`config.mk`:
```
export PLATFORM = sky130hd
export DESIGN_NAME = reg_file_syscall
export DESIGN_NICKNAME = d
export VERILOG_FILES = /design/src/rtl/reg_file_syscall_pkg.sv /design/src/rtl/reg_file_syscall_monitor.sv /design/src/rtl/reg_file_syscall.sv
export SDC_FILE = /design/constraint.sdc
export NUM_CORES = 2
export LEC_CHECK = 0
export CAP_MARGIN = 20
export CORE_ASPECT_RATIO = 1.4
export CORE_MARGIN = 2
export CORE_UTILIZATION = 55
export DETAILED_ROUTE_END_ITERATION = 16
export HOLD_SLACK_MARGIN = 0.1
export PLACE_DENSITY = 0.76
export RECOVER_POWER = 25
export SLEW_MARGIN = 15
export SYNTH_ARGS = -nofsm -noshare
export SYNTH_HDL_FRONTEND = slang
export SYNTH_SLANG_ARGS = --single-unit
```
`constraint.sdc`:
```
create_clock -name clk -period 48.5 [get_ports clk]
set_clock_uncertainty 0.2 [all_clocks]
set_input_delay 9.7 -clock clk [delete_from_list [all_inputs] [get_ports clk]]
set_output_delay 9.7 -clock clk [all_outputs]
set_load 0.02 [all_outputs]
```
`src/rtl/reg_file_syscall_pkg.sv`:
```
// Shared constants for the MIPS register file and its syscall-side state.
package reg_file_syscall_pkg;

  localparam int unsigned DATA_W   = 32;
  localparam int unsigned ADDR_W   = 5;
  localparam int unsigned NUM_REGS = 32;

  localparam logic [ADDR_W-1:0] REG_ZERO = 5'd0;
  localparam logic [ADDR_W-1:0] REG_V0   = 5'd2;
  localparam logic [ADDR_W-1:0] REG_A0   = 5'd4;
  localparam logic [ADDR_W-1:0] REG_RA   = 5'd31;

  localparam logic [DATA_W-1:0] DISP_CODE_DEFAULT = 32'h0000_0022;

endpackage

```
`src/rtl/reg_file_syscall_monitor.sv`:
```
// Syscall monitor: display latch, pause decode and saturating pause-cycle counter.
module reg_file_syscall_monitor
  import reg_file_syscall_pkg::*;
#(
  parameter logic [DATA_W-1:0] DISP_CODE = DISP_CODE_DEFAULT,
  parameter int unsigned       CNT_W     = 16
) (
  input  logic              clk,
  input  logic              rst,
  input  logic              syscall,
  input  logic              go,
  input  logic [DATA_W-1:0] r1_out,
  input  logic [DATA_W-1:0] r2_out,
  output logic [DATA_W-1:0] led_data,
  output logic [CNT_W-1:0]  pause_cnt
);

  logic [DATA_W-1:0] led_q, led_d;
  logic [CNT_W-1:0]  cnt_q, cnt_d;
  logic              disp_hit;
  logic              paused;

  // Must match the PC-enable logic exactly: a display syscall never pauses.
  assign disp_hit = syscall && (r1_out == DISP_CODE);
  assign paused   = syscall && (r1_out != DISP_CODE) && !go;

  always_comb begin
    led_d = led_q;
    cnt_d = cnt_q;
    if (disp_hit) begin
      led_d = r2_out;
    end
    if (paused && (cnt_q != {CNT_W{1'b1}})) begin
      cnt_d = cnt_q + 1'b1;
    end
  end

  always_ff @(posedge clk or posedge rst) begin
    if (rst) begin
      led_q <= '0;
      cnt_q <= '0;
    end else begin
      led_q <= led_d;
      cnt_q <= cnt_d;
    end
  end

  assign led_data  = led_q;
  assign pause_cnt = cnt_q;

endmodule

```
`src/rtl/reg_file_syscall.sv`:
```
// 32x32 MIPS general register file with syscall display latch and pause counter.
module reg_file_syscall
  import reg_file_syscall_pkg::*;
#(
  parameter logic [DATA_W-1:0] DISP_CODE = DISP_CODE_DEFAULT,
  parameter int unsigned       CNT_W     = 16,
  parameter bit                DBG_EN    = 1'b1
) (
  input  logic              clk,
  input  logic              rst,
  input  logic              we,
  input  logic [ADDR_W-1:0] r1_addr,
  input  logic [ADDR_W-1:0] r2_addr,
  input  logic [ADDR_W-1:0] w_addr,
  input  logic [DATA_W-1:0] din,
  input  logic              syscall,
  input  logic              go,
  output logic [DATA_W-1:0] r1_out,
  output logic [DATA_W-1:0] r2_out,
  input  logic [ADDR_W-1:0] dbg_addr,
  output logic [DATA_W-1:0] dbg_data,
  output logic [DATA_W-1:0] led_data,
  output logic [CNT_W-1:0]  pause_cnt
);

  logic [DATA_W-1:0] regs_q [NUM_REGS];

  // Writes to address 0 are dropped; that covers $zero and the upstream error code.
  always_ff @(posedge clk or posedge rst) begin
    if (rst) begin
      for (int i = 0; i < NUM_REGS; i++) begin
        regs_q[i] <= '0;
      end
    end else if (we && (w_addr != REG_ZERO)) begin
      regs_q[w_addr] <= din;
    end
  end

  function automatic logic [DATA_W-1:0] rd(input logic [ADDR_W-1:0] addr);
    return (addr == REG_ZERO) ? '0 : regs_q[addr];
  endfunction

  // No write bypass: same-cycle reads see the pre-edge value.
  assign r1_out = rd(r1_addr);
  assign r2_out = rd(r2_addr);

  if (DBG_EN) begin : g_dbg
    assign dbg_data = rd(dbg_addr);
  end else begin : g_no_dbg
    assign dbg_data = '0;
  end

  reg_file_syscall_monitor #(
    .DISP_CODE (DISP_CODE),
    .CNT_W     (CNT_W)
  ) u_syscall_monitor (
    .clk       (clk),
    .rst       (rst),
    .syscall   (syscall),
    .go        (go),
    .r1_out    (r1_out),
    .r2_out    (r2_out),
    .led_data  (led_data),
    .pause_cnt (pause_cnt)
  );

endmodule

```
==> key figures <==
Setup path
  • Crit path required time: 38600 ps
  • Reg-to-reg startpoint: regs_q[62]
  • Critical path class: in -> out
  • RR Endpoint: u_syscall_monitor.led_data[9]
  • Worst Path Arrival: 14780 ps
  • CP Capture Type: output port
  • Worst Path Max Fanout: 98
  • FF-to-FF setup slack: 43880 ps
  • Worst setup path startpoint: r2_addr[0]
  • Crit start category: input pin
  • R2R depth: 8

Global routing
  • Initial antenna violation count: 15
  • Vias in the first global route: 45150
  • All-Layer GR Usage: 0.3651
  • Remaining global-route overflow: 0
  • First-pass GRT wire length: 315.5 mm
  • Largest net degree at the start of global routing: 183

Timing
  • Minimum clock period: 24680 ps
  • Setup Total Neg Slack: 0 ps
  • Worst slew pin tran: 6096 ps
  • F_max: 40.52 MHz
  • Unrepaired setup endpoints after global routing: no
  • Setup violators final: 0
  • Worst slew margin: -3.064
  • Final period util: 0.5089
  • Fin. max-slew vios: 650
  • Endpoints failing hold: 0

CTS
  • CTS buffer count: 108
  • Sink Count: 1072
  • Worst-case clock buffer depth: 3
  • Clock Latency Late Sink: 730 ps
  • CTS tree: done
  • Hold Buf Count CTS: 0
  • Reg clk slew, reported paths: 60 ps
  • Post-CTS sizing: 0
  • Clock Tree Root: clkbuf_16
  • H-tree lvl count: 3
  • # Post-CTS Setup Buffers: 0

Drt
  • Wirelength, routed: 216.1 mm
  • ANT nets after route: 0
  • Post-DR wirelength/cell: 37.92 µm
  • Vias: 43810
  • Via-to-Cell Ratio: 7.686
  • DRC violations left: 0
  • DRT Pass-1 Iters: 6
  • Initial DRC count: 5479

Floorplan
  • Die height: 408.6 µm
  • Row Count: 148
  • Die area: 0.1197 mm²
  • IO Pins: 201
  • Die Width: 293.0 µm
  • Core Region: 0.1161 mm²
  • Starting density of the core: 0.5538

Synthesis
  • Post-Synth Simple-Gate Area: 0.02232
  • Synth Flop Type: dfrtp_1
  • #FFs+latches synth: 1072
  • YS warnings: 0
  • Commonest cells in the netlist: 1072 x dfrtp_1, 1042 x mux2_2, 799 x mux4_2
  • Seq/Total Area, Yosys: 0.4172
  • Cells after Synth: 4198
  • Post-synth top area cell: dfrtp_1
  • Post-synth top area share: 0.4172
  • Async set-reset flop share out of synthesis: 1.000
  • Syn_nets: 4256
  • Post-synth EDFFs: 0
  • Mux share of post-synthesis cell area: 0.4987
  • Most instantiated library cell after synthesis: dfrtp_1
  • Synth unique cells: 49
  • Adder-cell share of the synthesized area: 0.0001946
  • Post-Syn Area per Cell: 15.32 µm²
  • Largest family of logic cells by synthesized area: multiplexers
  • Compound-Gate Fraction of Synth Area: 0.02730
  • Xor/xnor share of the synthesized area: 0.001907
  • Top cells by area, synth: dfrtp_1 42%, mux4_2 28%, mux2_2 18%
  • Synth Cell Area: 0.06430 mm²

Layout
  • Nets: 4165
  • Area Overhead vs Synth: 10.43%
  • Finished Core Util: 0.6116
  • Share of post-route cells with drive strength above 1: 0.5217

Place
  • Post-detail-place hpwl: 121.3 mm
  • Port Buffers: 200
  • GP Congestion: 0.8603

Pwr
  • PwrDens: 40.33 mW/mm²
  • Comb power frac: 0.255
  • Switching share of power: 0.2930
  • Sw power: 838.9 µW
  • Internal power: 2025 µW
  • Peak supply drop: 0.00003684 V
  • Lkg Pwr: 0.02982 µW
  • Clock power frac: 0.316
  • Sequential power share: 0.429

Hold path
  • Min-Delay Path Class: reg -> reg
  • Worst Hold Path EP: regs_q[1022]
  • Hold Path Depth: 0
  • Worst hold start: regs_q[1022]

Outcome
  • Outcome: finished with violations
  • Violated checks: max-capacitance violations, max-slew violations

Flow run
  • Max-Cap Viols: 15
==> power groups by stage <==
stage / Sequential [µW] / Combinational, µW / Clock (µW)
detailed placement: 1230 / 722 / 0
finish: 1230 / 730 / 906
floorplan: 1180 / 546 / 0
global route: 1250 / 767 / 947
global placement: 1220 / 706 / 0
CTS: 1220 / 725 / 910
==> registers in the layout, summed over array words and instances (netlist names) <==
name and flops:
regs_q 1024, u_syscall_monitor.led_data 32, u_syscall_monitor.pause_cnt 16
==> cell type report <==
type                            instances  area (µm²)
Antenna cell                           10       25.02
Clock buffer                          154        3199
Clock inverter                         39       584.3
Fill cell                            8519       45100
Inverter                               12       46.29
Multi-Input combinational cell       2619       35640
Sequential cell                      1072       26830
Tap cell                             1500        1877
Timing Repair Buffer                  294        2808
==> cell families after synthesis <==
kind of cell               Yosys count
DFF                               1072
muxes                             2060
and+or+nand+nor                    297
buffers and inverters              507
adders and majority gates            1
AOI/OAI and AO/OA                  247
xor gates and xnor gates            14
==> placed cells by master (no fill, tap or decap), drive strengths merged, types with 5 or more instances in the layout <==
cell / n
mux2i: 189
a211oi: 8
nor3: 15
clkinvlp: 5
nand4: 8
and3: 26
mux4: 799
a221oi: 25
clkinv: 19
dlygate4sd3: 7
o22ai: 31
buf: 98
a21oi: 59
inv: 12
nand3: 31
o211ai: 13
a22o: 9
and2: 5
o21ai: 6
diode: 10
bufinv: 15
xnor2: 10
dfrtp: 1072
a211o: 12
nand2: 92
a22oi: 48
clkbuf: 165
mux2: 1072
nor2b: 7
o221ai: 25
clkdlybuf4s50: 178
nor2: 82
==> how the worst max path moves through the flow <==
stage	end	slack, ps
6_report	r2_out[26]	23820
5_1_grt	r2_out[29]	23560
4_1_cts	r2_out[29]	23740
3_5_place_dp	r2_out[29]	23760
3_3_place_gp	r2_out[26]	23780
2_1_floorplan	regs_q[0]	8420
==> critical path, stage by stage <==
cell and delay [ps]:
buf_8 490, buf_4 770, buf_12 730, buf_4 770
mux4_2 360, mux2_2 150, a221oi_1 110, nor3_1 820
clkdlybuf4s50_1 760
==> metal layers <==
| metal | part of all wire | up-vias | track usage | wire length, µm |
|---|---|---|---|---|
| met5 | 0.00031 | - | 0 | 66 |
| met4 | 0.067 | 10 | 0.2212 | 14390 |
| met3 | 0.12 | 725 | 0.09493 | 25150 |
| met2 | 0.47 | 3122 | 0.5574 | 101300 |
| met1 | 0.35 | 23430 | 0.4717 | 75270 |
| li1 | - | 16520 | - | - |
==> per-stage QoR <==
step | cell area (µm²) | hold slack [ps] | total power, µW | setup slack (ps) | instances
finish | 71010 | 225.0 | 2864 | 23820 | 5700
global route | 71000 | 232.9 | 2960 | 23560 | 5698
CTS | 70920 | 218.9 | 2852 | 23740 | 5680
detailed placement | 67140 | 204.9 | 1954 | 23760 | 5487
global placement | 67120 | 194.3 | 1923 | 23780 | 5486
floorplan | 64300 | 258.0 | 1726 | 8423 | 4198
(Power assumes the default switching activity.)
